**src/rtl/clk_div_meas.sv**
```systemverilog
// clk_div_meas: measures period and high time of a slow asynchronous signal, with lock and timeout detection
module clk_div_meas #(
  parameter int W = 8,
  parameter int LOCK_N = 4
) (
  input  logic         clk,
  input  logic         rst,
  input  logic         sig_in,
  output logic [W-1:0] period,
  output logic [W-1:0] high_time,
  output logic         valid,
  output logic         locked,
  output logic         timeout
);
  typedef enum logic {IDLE, MEAS} state_t;
  localparam logic [W-1:0] MAXP = '1;
  localparam logic [3:0] MLAST = 4'(LOCK_N - 1);
  state_t state_q;
  logic s1_q, s2_q, s3_q, rise;
  logic [W-1:0] per_q, hi_q, prev_q, period_q, high_q;
  logic prev_vld_q, valid_q, locked_q, timeout_q;
  logic [3:0] match_q, match_d;
  assign rise = s2_q & ~s3_q;
  assign period = period_q;
  assign high_time = high_q;
  assign valid = valid_q;
  assign locked = locked_q;
  assign timeout = timeout_q;
  // next match count: saturating run length of equal consecutive periods
  always_comb begin
    match_d = (prev_vld_q && per_q == prev_q) ? ((match_q == MLAST) ? MLAST : match_q + 4'd1) : 4'd0;
  end
  // synchronizer, measurement FSM and registered outputs
  always_ff @(posedge clk or posedge rst) begin
    if (rst) begin
      s1_q <= 1'b0;
      s2_q <= 1'b0;
      s3_q <= 1'b0;
      state_q <= IDLE;
      per_q <= '0;
      hi_q <= '0;
      prev_q <= '0;
      prev_vld_q <= 1'b0;
      match_q <= '0;
      period_q <= '0;
      high_q <= '0;
      valid_q <= 1'b0;
      locked_q <= 1'b0;
      timeout_q <= 1'b0;
    end else begin
      s1_q <= sig_in;
      s2_q <= s1_q;
      s3_q <= s2_q;
      valid_q <= 1'b0;
      timeout_q <= 1'b0;
      if (state_q == IDLE) begin
        if (rise) begin
          per_q <= {{(W-1){1'b0}}, 1'b1};
          hi_q <= {{(W-1){1'b0}}, 1'b1};
          state_q <= MEAS;
        end
      end else if (rise) begin
        period_q <= per_q;
        high_q <= hi_q;
        valid_q <= 1'b1;
        prev_q <= per_q;
        prev_vld_q <= 1'b1;
        match_q <= match_d;
        locked_q <= (match_d == MLAST);
        per_q <= {{(W-1){1'b0}}, 1'b1};
        hi_q <= {{(W-1){1'b0}}, 1'b1};
      end else if (per_q == MAXP) begin
        timeout_q <= 1'b1;
        locked_q <= 1'b0;
        match_q <= '0;
        prev_vld_q <= 1'b0;
        state_q <= IDLE;
      end else begin
        per_q <= per_q + {{(W-1){1'b0}}, 1'b1};
        hi_q <= hi_q + {{(W-1){1'b0}}, s2_q};
      end
    end
  end
endmodule

```
**config.mk**
```make
export PLATFORM = sky130hd
export DESIGN_NAME = clk_div_meas
export DESIGN_NICKNAME = d
export VERILOG_FILES = /design/src/rtl/clk_div_meas.sv
export SDC_FILE = /design/constraint.sdc
export NUM_CORES = 1
export LEC_CHECK = 0
export ABC_AREA = 1
export BUFFER_PORTS_ARGS = -buffer_cell sky130_fd_sc_hd__buf_4
export CAP_MARGIN = 40
export CORE_UTILIZATION = 60
export CTS_BUF_LIST = sky130_fd_sc_hd__clkbuf_2
export CTS_CLUSTER_DIAMETER = 200
export DETAILED_ROUTE_END_ITERATION = 8
export GPL_ROUTABILITY_DRIVEN = 0
export MAX_ROUTING_LAYER = met4
export PLACE_DENSITY_LB_ADDON = 0.15
export SLEW_MARGIN = 20
export SYNTH_ARGS = -nofsm -noshare
export SYNTH_HDL_FRONTEND = slang
export SYNTH_SLANG_ARGS = --single-unit
export TNS_END_PERCENT = 50
```
**constraint.sdc**
```tcl
create_clock -name clk -period 1.8 [get_ports clk]
set_input_delay 0.36 -clock clk [delete_from_list [all_inputs] [get_ports clk]]
set_output_delay 0.36 -clock clk [all_outputs]
set_load 0.05 [all_outputs]
```
# Yosys cells after proc, flatten, opt, wreduce, memory -nomap -nowiden
# Index checks and enable logic that the tools add are counted.
# word_totals
romBits,0
ramBits,0
latch_bits,0
elab_cells,51
out_inout_bits,19
ff_bits,44
input_bits,3
n_memories,0
# op_classes
bitwise_logic,2
mul,0
mux,22
div_mod_pow,0
order_cmp,0
add_sub_neg,3
eq_ne,5
reduce_logical,6
n_shift,0
# ops
operator,n
8-bit two-way mux,7
4-bit two-way mux,4
1-bit two-way mux,11
8-bit by 1-bit adder with 8-bit output,1
"8-bit by 1-bit adder with 8-bit output, second input constant",1
"4-bit by 2-bit == test with 1-bit output, second input constant",2
8-bit == test,1
"8-bit == test, second input constant",1
2-bit AND reduction,3
"4-bit by 1-bit adder with 4-bit output, second input constant",1
2-bit nonzero test,2
"2-bit != test, second input constant",1
1-bit AND,1
1-bit logical AND,1
1-bit NOT,1

# Logic depth before layout (Yosys ltp)
# Gate-level depths: netlist (run 1).
# depth
depth_word,5
ltp_mapped,8
depth_no_buf,8

# Worst setup path after synthesis (run 1)
# Ideal clock, no wire load.
# synth_timing
path_type,register to register
from,register period[0] (netlist name)
to,register match_q[3]
slack_ps,365
stages_incl_launch_ff,9
n_path_buf,0
arrival_ps,1352
setup_time_ps,83
period_less_slack_ps,1435
required_time_ps,1717
path_cell_list,dfrtp_1 > inv_1 > nand2_1 > o21ai_0 > nor2_1 > nand2_1 > nor2_1 > nand3_1 > o21ai_0
# synth_rtl
element,line_no,source
end signal: assignment,68,match_q <= match_d;
end: declaration,22,"logic [3:0] match_q, match_d;"

# Final worst setup path (run 1)
# layout_timing
from,register per_q[0]
to,register per_q[1]
# layout_via
elab_chain_cells,4
word_cells_on_any_way,7
cone_classes,add/sub: 1; eq/ne: 2; mux: 3; reduce/logical: 1
# layout_lines
element,line_no,source
start: declaration,20,"logic [W-1:0] per_q, hi_q, prev_q, period_q, high_q;"
start signal: assignment,58,"per_q <= {{(W-1){1'b0}}, 1'b1};"
start signal: assignment,70,"per_q <= {{(W-1){1'b0}}, 1'b1};"
start signal: assignment,79,"per_q <= per_q + {{(W-1){1'b0}}, 1'b1};"
8-bit by 1-bit adder with 8-bit output,79,
8-bit two-way mux,72,end else if (per_q == MAXP) begin
8-bit two-way mux,62,end else if (rise) begin
8-bit two-way mux,56,if (state_q == IDLE) begin
# Several ways; a longest one is shown, not always the timed one. The select of a mux whose other input is x is not followed.
# A chain may end at the register's enable or synchronous reset.

==> metrics.txt, run 1 <==
first-pass GRT wire length=6009 µm; clock sink total=44; final hold viol count=0; dominant cells by area after synthesis=dfrtp_1 (53%), nand2_1 (10%), o21ai_0 (5.8%); setup tns final=0 ns; crit path max fanout=7; Die Span Y=60.87 µm; Clock Skew=0.02260 ns; Gate power share=0.330; Worst-path clk slew=0.22 ns; pwr dens=1161 nW/µm²; Peak VDD IR=806.1 µV; Mapped Avg Cell Area=9.121 µm²; area leader, netlist=dfrtp_1; critical-path cell list=ha_1, nand2_1, nor2_4, nand2_2, nand3_2, buf_4, inv_1, nand2_1, o21ai_0; DR DRC count=0; Pins Over Slew Limit=0; PortBufs=21; Sw Share=0.3845; Crit Path Category=flip-flop to flip-flop; CTS tree=done; RSZ-0062 raised after global routing=false; Slowest-stage cell, CP=dfrtp_1; Clock Tree Root=clkbuf_2; period utilization=0.8350; FF+latch count, synth=44; Max Clk Rate=665.3 MHz; setup violators final=0; DR vias/cell=5.079; Max Cap Viol=0; Ys Warns=0; worst hold path class=primary input to asynchronous set/reset pin; hold slack final=0.03055 ns; CTS H-tree lvls=2; # nets final=264; DRT Pass-1 Iters=6; syn_nets=235; initial DRC count=66; slew margin rel.=0.6396; # fillers=272; Max stage delay on crit path=0.45 ns; Post-DRT Antenna Nets=0; cells after synthesis=228; top-count cell post-synth=nand2_1; core area=3337 µm²; number of flops mapped to enable cells by yosys=0; Synth Flop Type=dfrtp_1; I/O pins=22; CP required=2.13 ns; Total GRT Usage=0.2348; register area share after synthesis=0.5295; # diodes=0; routed len/inst=11.80 µm; post-synth top area share=0.5295; global route overflow=0; Synth top cells by count=nand2_1 (56), dfrtp_1 (44), inv_1 (29); die width=60.87 µm; P_int=1.701 mW; clock buffer depth=2; Startpoint Class=flip-flop; DP HPWL=2586 µm; WP buf/inv=2; asr flop ratio synth=1.000; delay-heaviest family, CP=simple AND/OR/NAND/NOR gates; status=complete, no violations; layout cells sized above 1=0.2016; crit path time final=1.503 ns; Leak Pwr=1.145 nW; vias in the first global route=1414; via count=1544; Worst Tran Pin Value=0.5405 ns; final WL=3588 µm; area delta synth->final=14.44%; initial antenna violation count=0; Netlist cell types=24; Sw Pwr=1.062 mW; data arrival time of the critical path=1.83 ns; Synth Cell Area=2079 µm²; nature of the critical path endpoint=flip-flop; Sequential Power Share=0.471; Worst path most repeated cell=nand2_1; Rows=21; TritonCTS buffer count=5; Worst-Skew Late Latency=0.42 ns; Clock power frac=0.199; largest net degree at the start of global routing=45; initial cell density of the core=0.6232; die area=3705 µm²
==> flip-flops by register name (all words and copies together), names as in the netlist <==
| name | cells |
|---|---|
| per_q | 8 |
| s3_q | 1 |
| valid | 1 |
| timeout | 1 |
| state_q | 1 |
| high_time | 8 |
| s1_q | 1 |
| match_q | 4 |
| period | 8 |
| hi_q | 8 |
| locked | 1 |
| s2_q | 1 |
| prev_vld_q | 1 |
==> stage by stage <==
stage / setup slack, ns / cells / cell area [µm²] / total power, mW / util
2_1_floorplan: 0.3650 / 228 / 2079 / 1.983 / -
3_3_place_gp: 0.3533 / 295 / 2302 / 2.220 / 0.6899
3_5_place_dp: 0.2893 / 295 / 2302 / 2.242 / 0.6899
4_1_cts: 0.2752 / 304 / 2380 / 2.803 / 0.7132
5_1_grt: 0.06929 / 304 / 2380 / 2.964 / 0.7132
6_report: 0.2970 / 304 / 2380 / 2.763 / 0.7132
==> power groups by stage <==
stage / registers, mW / clock network [mW] / logic [mW]
global placement: 1.31 / 0 / 0.906
detailed placement: 1.32 / 0 / 0.919
floorplan: 1.53 / 0 / 0.453
finish: 1.30 / 0.549 / 0.913
global route: 1.33 / 0.611 / 1.02
CTS: 1.30 / 0.573 / 0.926
==> tightest hold or removal path, stage by stage <==
cell and delay [ns]:
buf_4 0.11, clkinv_1 0.03, buf_4 0.45
==> placed cells by master (no fill, tap or decap), types with 4 or more instances in the layout <==
master / count
o22ai_2: 9
ha_1: 4
inv_1: 28
nor2_1: 12
xor2_1: 11
nand3_1: 12
nand2_1: 56
nor3_1: 4
dfrtp_1: 44
clkbuf_2: 5
o21ai_0: 24
buf_4: 26
==> timing repair <==
| item | CTS | global route |
|---|---|---|
| hold buffers | 1 | 0 |
| hold endpoints to repair | 1 | 0 |
| setup buffers | 0 | 0 |
| gates resized for setup | 0 | 0 |
==> cells by family after synthesis <==
kind of cell             after synthesis  synth area share
AO/OA/AOI/OAI                         39            0.1288
XOR/XNOR                              13           0.05475
adder cells (fa/ha/maj)                4           0.02407
buffers and inverters                 37           0.07220
flip-flops                            44            0.5295
AND/OR/NAND/NOR                       91            0.1907
==> area by class of cell <==
class                   instances  area, µm²  area share
multi-input cells             147      828.3      0.3481
flip-flops and latches         44       1101      0.4627
clock inverters                 3      42.54     0.01788
inverters                      32      120.1     0.05047
repair buffers                 27      205.2     0.08623
well taps                      46      57.56     0.02419
clock buffers                   5      25.02     0.01052
==> per-layer routing <==
layer / vias to the layer above / wire (µm) / global-route usage
met5: - / 0 / -
met3: 7 / 100 / 0.06397
met2: 21 / 1712 / 0.3673
li1: 789 / - / -
met1: 727 / 1719 / 0.2898
met4: 0 / 57 / 0.09091
==> path summary, 6_finish.rpt <==
check	depth (start not counted)	to	start	slack (ns)
setup reg to reg	9	per_q[1]	per_q[0]	0.30
setup / recovery	9	per_q[1]	per_q[0]	0.30
max in group asynchronous	3	high_time[6]	rst	1.37
hold / removal	3	high_time[1]	rst	0.03
min in group clk	0	s2_q	s1_q	0.39
hold reg to reg	0	s2_q	s1_q	0.39
No activity file was read; power rests on OpenSTA's default activity.
==> run 2, diff against run 1 <==
--- a/config.mk
+++ b/config.mk
@@ -5,10 +5,10 @@
 export SDC_FILE = /design/constraint.sdc
 export NUM_CORES = 1
 export LEC_CHECK = 0
-export ABC_AREA = 1
+export ABC_AREA = 0
 export BUFFER_PORTS_ARGS = -buffer_cell sky130_fd_sc_hd__buf_4
 export CAP_MARGIN = 40
-export CORE_UTILIZATION = 60
+export CORE_UTILIZATION = 54
 export CTS_BUF_LIST = sky130_fd_sc_hd__clkbuf_2
 export CTS_CLUSTER_DIAMETER = 200
 export DETAILED_ROUTE_END_ITERATION = 8
==> constraint.sdc (replaced) <==
create_clock -name clk -period 1.3 [get_ports clk]
set_input_delay 0.26 -clock clk [delete_from_list [all_inputs] [get_ports clk]]
set_output_delay 0.26 -clock clk [all_outputs]
set_load 0.05 [all_outputs]
==> run 2 against run 1 <==
Effect of this change: the flow now finishes with violations (negative setup slack); worst hold slack improved by 0.35 ns; cell count is 1.3% higher; count of clock-buffer cells in the layout rose by 1; maximum frequency decreased by 16%; wire length grew 84%; critical path type unchanged; critical endpoint is now per_q[0].
==> metrics.txt, run 2 <==
global route overflow=0; Mapped Avg Cell Area=11.33 µm²; CP required=1.63 ns; total power=4.940 mW; initial DRC count=118; first-pass GRT wire length=8583 µm; CTS H-tree lvls=2; area delta synth->final=57.01%; Max Cap Viol=0; initial cell density of the core=0.5815; final WL=6594 µm; period utilization=1.379; Peak VDD IR=1429 µV; status=finished, violations left; crit path max fanout=7; placed inst area=2599 µm²; R2R cell count=6; I/O pins=22; P_int=3.026 mW; syn_nets=185; violated checks=negative setup slack; layout cells sized above 1=0.5496; Worst-Skew Late Latency=0.43 ns; Post-DRT Antenna Nets=0; RSZ-0062 raised after global routing=true; DRT Pass-1 Iters=5; register area share after synthesis=0.5459; cells after synthesis=178; cell area after layout=3167 µm²; top-count cell post-synth=dfrtp_1; Die Span Y=63.12 µm; Gate power share=0.466; Worst Hold Depth=0; Sw Pwr=1.914 mW; largest net degree at the start of global routing=24; slew margin rel.=0.7411; Sequential Power Share=0.377; Leak Pwr=1.436 nW; Rows=21; data arrival time of the critical path=2.12 ns; pre-CTS WS=-0.4723 ns; Max Clk Rate=557.6 MHz; hold slack final=0.3789 ns; routed len/inst=21.41 µm; FF+latch count, synth=44; die area=3984 µm²; crit path time final=1.793 ns; Reg2Reg Capture Point=per_q[0]; # diodes=0; setup violators final=47; # fillers=129; initial antenna violation count=0; Synth top cells by count=dfrtp_1 (44), mux2_2 (15), nand2_1 (14); area leader, netlist=dfrtp_1; Synth Flop Type=dfrtp_1; PortBufs=21; nature of the critical path endpoint=flip-flop; Synth Cell Area=2017 µm²; reg2reg start=per_q[2]; most common cell after layout, fill and taps aside=buf_4; vias in the first global route=1871; core area=3468 µm²; final hold viol count=0; Crit Path Category=flip-flop to flip-flop; Pins Over Slew Limit=0; CTS tree=done; Netlist cell types=35; Worst-path clk slew=0.21 ns; commonest cells after routing, fill and taps aside=buf_4 (43), dfrtp_1 (40), buf_6 (32), mux2_2 (15); clock buffer depth=2; post-synth top area share=0.5459; DR DRC count=0; die width=63.12 µm; Clock Skew=0.02325 ns; Total GRT Usage=0.2934; number of flops mapped to enable cells by yosys=0; dominant cells by area after synthesis=dfrtp_1 (55%), mux2_2 (8.4%), xnor2_1 (3.9%); DR vias/cell=6.182; TritonCTS buffer count=5; Sw Share=0.3875; Startpoint Class=flip-flop; Clock Tree Root=clkbuf_2; Worst Tran Pin Value=0.3874 ns; DP HPWL=3267 µm; pwr dens=1560 nW/µm²; Ys Warns=0; r2r setup slk=-0.49 ns; clock sink total=44; worst setup margin=-0.4933 ns; Hold EP=s2_q; asr flop ratio synth=1.000; Clock power frac=0.157; via count=1904; # nets final=268; worst hold path class=flip-flop to flip-flop; min-delay src=s1_q
[run 2: metrics by stage]
| step | utilization | instances | TNS [ns] |
|---|---|---|---|
| after floorplan | - | 178 | -3.567 |
| after global placement | 0.7493 | 281 | -4.585 |
| after detailed placement | 0.7493 | 281 | -5.523 |
| after CTS | 0.8312 | 298 | -7.046 |
| after global routing | 0.9131 | 308 | -11.46 |
| final | 0.9131 | 308 | -9.580 |
[run 2: routing by layer]
metal  track usage  wire (µm)  vias to the layer above
li1              -          -                      801
met1        0.3219       2538                      979
met2        0.4933       3379                       91
met3       0.06522        338                       33
met4        0.1599        338                        0
met5             -          0                        -
[run 2: timing repair]
item | in CTS | in global routing
endpoints found under the setup margin | 38 | 57
hold buffers | 2 | 0
pin swaps | 15 | 23
endpoints found under the hold margin | 45 | 0
gates resized for setup | 34 | 49
buffers inserted | 7 | 14
[run 2: kinds of logic (layout without fill, tap and decap cells)]
group                    Yosys count  in the layout  share of synthesized area
flip-flops                        44             44                     0.5459
AO/OA/AOI/OAI                     27             27                    0.09491
XOR/XNOR                          15             15                    0.06514
buffers and inverters             11             95                    0.02109
AND/OR/NAND/NOR                   59             59                     0.1495
multiplexers                      18             18                    0.09863
adder cells (fa/ha/maj)            4              4                    0.02481
[run 2: worst max-delay path, stage by stage (launching register included)]
cell     delay, ns
dfrtp_1       0.46
buf_6         0.13
nand4_1       0.28
o21ai_4       0.38
buf_12        0.15
xor2_1        0.20
nand2_1       0.09
[run 2: worst max path at each step]
| stage | to | cells past startpoint | start | slack (ns) |
|---|---|---|---|---|
| 6_report | per_q[0] | 6 | per_q[2] | -0.49 |
| 5_1_grt | hi_q[1] | 6 | per_q[2] | -0.52 |
| 3_3_place_gp | locked | 4 | period[0] | -0.39 |
| 3_5_place_dp | match_q[3] | 4 | s3_q | -0.47 |
| 4_1_cts | match_q[0] | 4 | period[0] | -0.42 |
| 2_1_floorplan | locked | 4 | period[0] | -0.47 |
[run 2: power groups by stage]
stage	Sequential [mW]	Combinational [mW]	Clock, mW
5_1_grt	1.88	2.43	0.826
6_report	1.86	2.30	0.775
3_5_place_dp	1.84	1.78	0
3_3_place_gp	1.81	1.72	0
4_1_cts	1.82	1.94	0.772
2_1_floorplan	2.24	0.689	0
[run 2: layout make-up]
| class | count | area [µm²] | area share |
|---|---|---|---|
| clock inverter | 2 | 35.03 | 0.01106 |
| sequential | 44 | 1106 | 0.3493 |
| clock buffer | 6 | 30.03 | 0.009482 |
| inverter | 3 | 11.26 | 0.003556 |
| timing repair buffer | 84 | 818.3 | 0.2584 |
| tap | 46 | 57.56 | 0.01817 |
| multi-input combinational | 123 | 1109 | 0.3501 |
==> run 3, diff against run 2 <==
--- a/config.mk
+++ b/config.mk
@@ -8,7 +8,7 @@
 export ABC_AREA = 0
 export BUFFER_PORTS_ARGS = -buffer_cell sky130_fd_sc_hd__buf_4
 export CAP_MARGIN = 40
-export CORE_UTILIZATION = 54
+export CORE_UTILIZATION = 40
 export CTS_BUF_LIST = sky130_fd_sc_hd__clkbuf_2
 export CTS_CLUSTER_DIAMETER = 200
 export DETAILED_ROUTE_END_ITERATION = 8
==> constraint.sdc (replaced) <==
create_clock -name clk -period 1.63 [get_ports clk]
set_input_delay 0.326 -clock clk [delete_from_list [all_inputs] [get_ports clk]]
set_output_delay 0.326 -clock clk [all_outputs]
set_load 0.05 [all_outputs]
==> run 3 against run 2 <==
Effect of this change: the run still ends with negative setup slack left; via count is 21% lower; count of clock-buffer cells in the layout did not move; sequential share of layout area is 9.0 points higher; clock power decreased by 21%; global-route usage shrank 11 points; highest routed layer unchanged.
==> metrics.txt, run 3 (synthesis results as in run 2) <==
violated checks=negative setup slack; final hold viol count=0; routed len/inst=14.37 µm; largest net degree at the start of global routing=45; # fillers=425; Sw Pwr=1.223 mW; initial cell density of the core=0.4214; Post-DRT Antenna Nets=0; Crit Path Category=flip-flop to flip-flop; die area=5330 µm²; layout cells sized above 1=0.3439; Max stage delay on crit path=0.55 ns; Die Span Y=73.01 µm; clock sink total=44; RSZ-0062 raised after global routing=true; area delta synth->final=24.63%; Gate power share=0.357; setup violators final=4; Clock Skew=0.02965 ns; crit path max fanout=4; Worst-path clk slew=0.19 ns; Layout Utilization=0.5252; global route overflow=0; via count=1501; CTS tree=done; initial DRC count=99; core area=4786 µm²; DR DRC count=0; data arrival time of the critical path=2.07 ns; # diodes=0; vias in the first global route=1473; Pins Over Slew Limit=0; Slowest-stage cell, CP=or4_4; pwr dens=1287 nW/µm²; clock buffer depth=2; Leak Pwr=1.167 nW; Max Clk Rate=580.4 MHz; Clock Tree Root=clkbuf_2; I/O pins=22; Sw Share=0.3783; final WL=4139 µm; DRT Pass-1 Iters=4; Sequential Power Share=0.454; Startpoint Class=flip-flop; first-pass GRT wire length=7044 µm; CP required=1.98 ns; Worst-Skew Late Latency=0.43 ns; slew margin rel.=0.6285; total power=3.234 mW; Worst Tran Pin Value=0.5561 ns; CTS H-tree lvls=2; commonest cells after routing, fill and taps aside=dfrtp_1 (41), buf_4 (40), mux2_2 (15), nand2_1 (14), nor2_1 (11); Clock power frac=0.189; DP HPWL=2916 µm; status=finished, violations left; P_int=2.010 mW; Rows=25; Peak VDD IR=612.1 µV; PortBufs=21; period utilization=1.057; initial antenna violation count=0; nature of the critical path endpoint=flip-flop; crit path time final=1.723 ns; critical-path cell list=xor2_1, or4_4, or3_4, o2bb2ai_1; die width=73.01 µm; worst hold path class=flip-flop to flip-flop; Total GRT Usage=0.1846; worst setup margin=-0.09303 ns; TritonCTS buffer count=5; Max Cap Viol=0; # nets final=227; DR vias/cell=5.212; most common cell after layout, fill and taps aside=dfrtp_1
run 3: cell count changes in the layout (fill, tap and decap cells not counted), moves of 4 or more:
cell     change
a21oi_2      -4
nor3_2       -4
a21oi_1      +5
buf_8        -5
nor3_1       +4
buf_6       -32
run 3: repair_timing:
action,4_1_cts,5_1_grt
setup buffers,1,0
setup endpoints to repair,8,9
pin swaps,1,0
endpoints found under the hold margin,45,0
hold buffers,2,0
gates resized for setup,7,2
run 3: final timing paths:
path / startpoint / endpoint / slack, ns / cells after the start
max reg2reg: per_q[0] / match_q[1] / -0.09 / 4
max: per_q[0] / match_q[1] / -0.09 / 4
min in group asynchronous: rst / match_q[3] / 0.48 / 4
min reg2reg: s1_q / s2_q / 0.38 / 0
max in group asynchronous: rst / period[0] / 0.90 / 4
min: s1_q / s2_q / 0.38 / 0
run 3: layer usage:
metal	wire length (µm)	global-route usage	up-vias
li1	-	-	722
met1	1894	0.2378	751
met2	2035	0.2819	22
met3	138	0.04282	6
met4	71	0.07190	0
met5	0	-	-
run 3: layout make-up:
class	instances	area, µm²	area share
clock buffer	6	30.03	0.01195
clock inverter	2	35.03	0.01394
inverter	3	11.26	0.004480
multi-input combinational	123	908.4	0.3614
sequential	44	1105	0.4395
tap	67	83.83	0.03335
timing repair buffer	43	340.3	0.1354
run 3: power by group through the flow:
stage	sequential, mW	clock (mW)	combinational (mW)
2_1_floorplan	1.76	0	0.475
3_3_place_gp	1.47	0	1.10
3_5_place_dp	1.49	0	1.12
4_1_cts	1.47	0.631	1.15
5_1_grt	1.50	0.679	1.25
6_report	1.47	0.611	1.15
run 3: critical path: cells and delay by family, from the launching register on:
kind	cells	cell delay, ns
AND/OR/NAND/NOR	2	0.90
AO/OA/AOI/OAI	1	0.15
XOR/XNOR	1	0.16
flip-flops	1	0.46
run 3: stage by stage:
| step | TNS [ns] | std cells | instance area, µm² | hold slack [ns] | setup slack [ns] |
|---|---|---|---|---|---|
| 2_1_floorplan | -0.7345 | 178 | 2024 | 0.3312 | -0.1369 |
| 3_3_place_gp | -0.2643 | 277 | 2390 | 0.3424 | -0.06726 |
| 3_5_place_dp | -0.4766 | 277 | 2390 | 0.3428 | -0.1141 |
| 4_1_cts | -0.3104 | 288 | 2511 | 0.3845 | -0.08772 |
| 5_1_grt | -0.6895 | 288 | 2514 | 0.3905 | -0.1447 |
| 6_report | -0.3036 | 288 | 2514 | 0.3791 | -0.09303 |
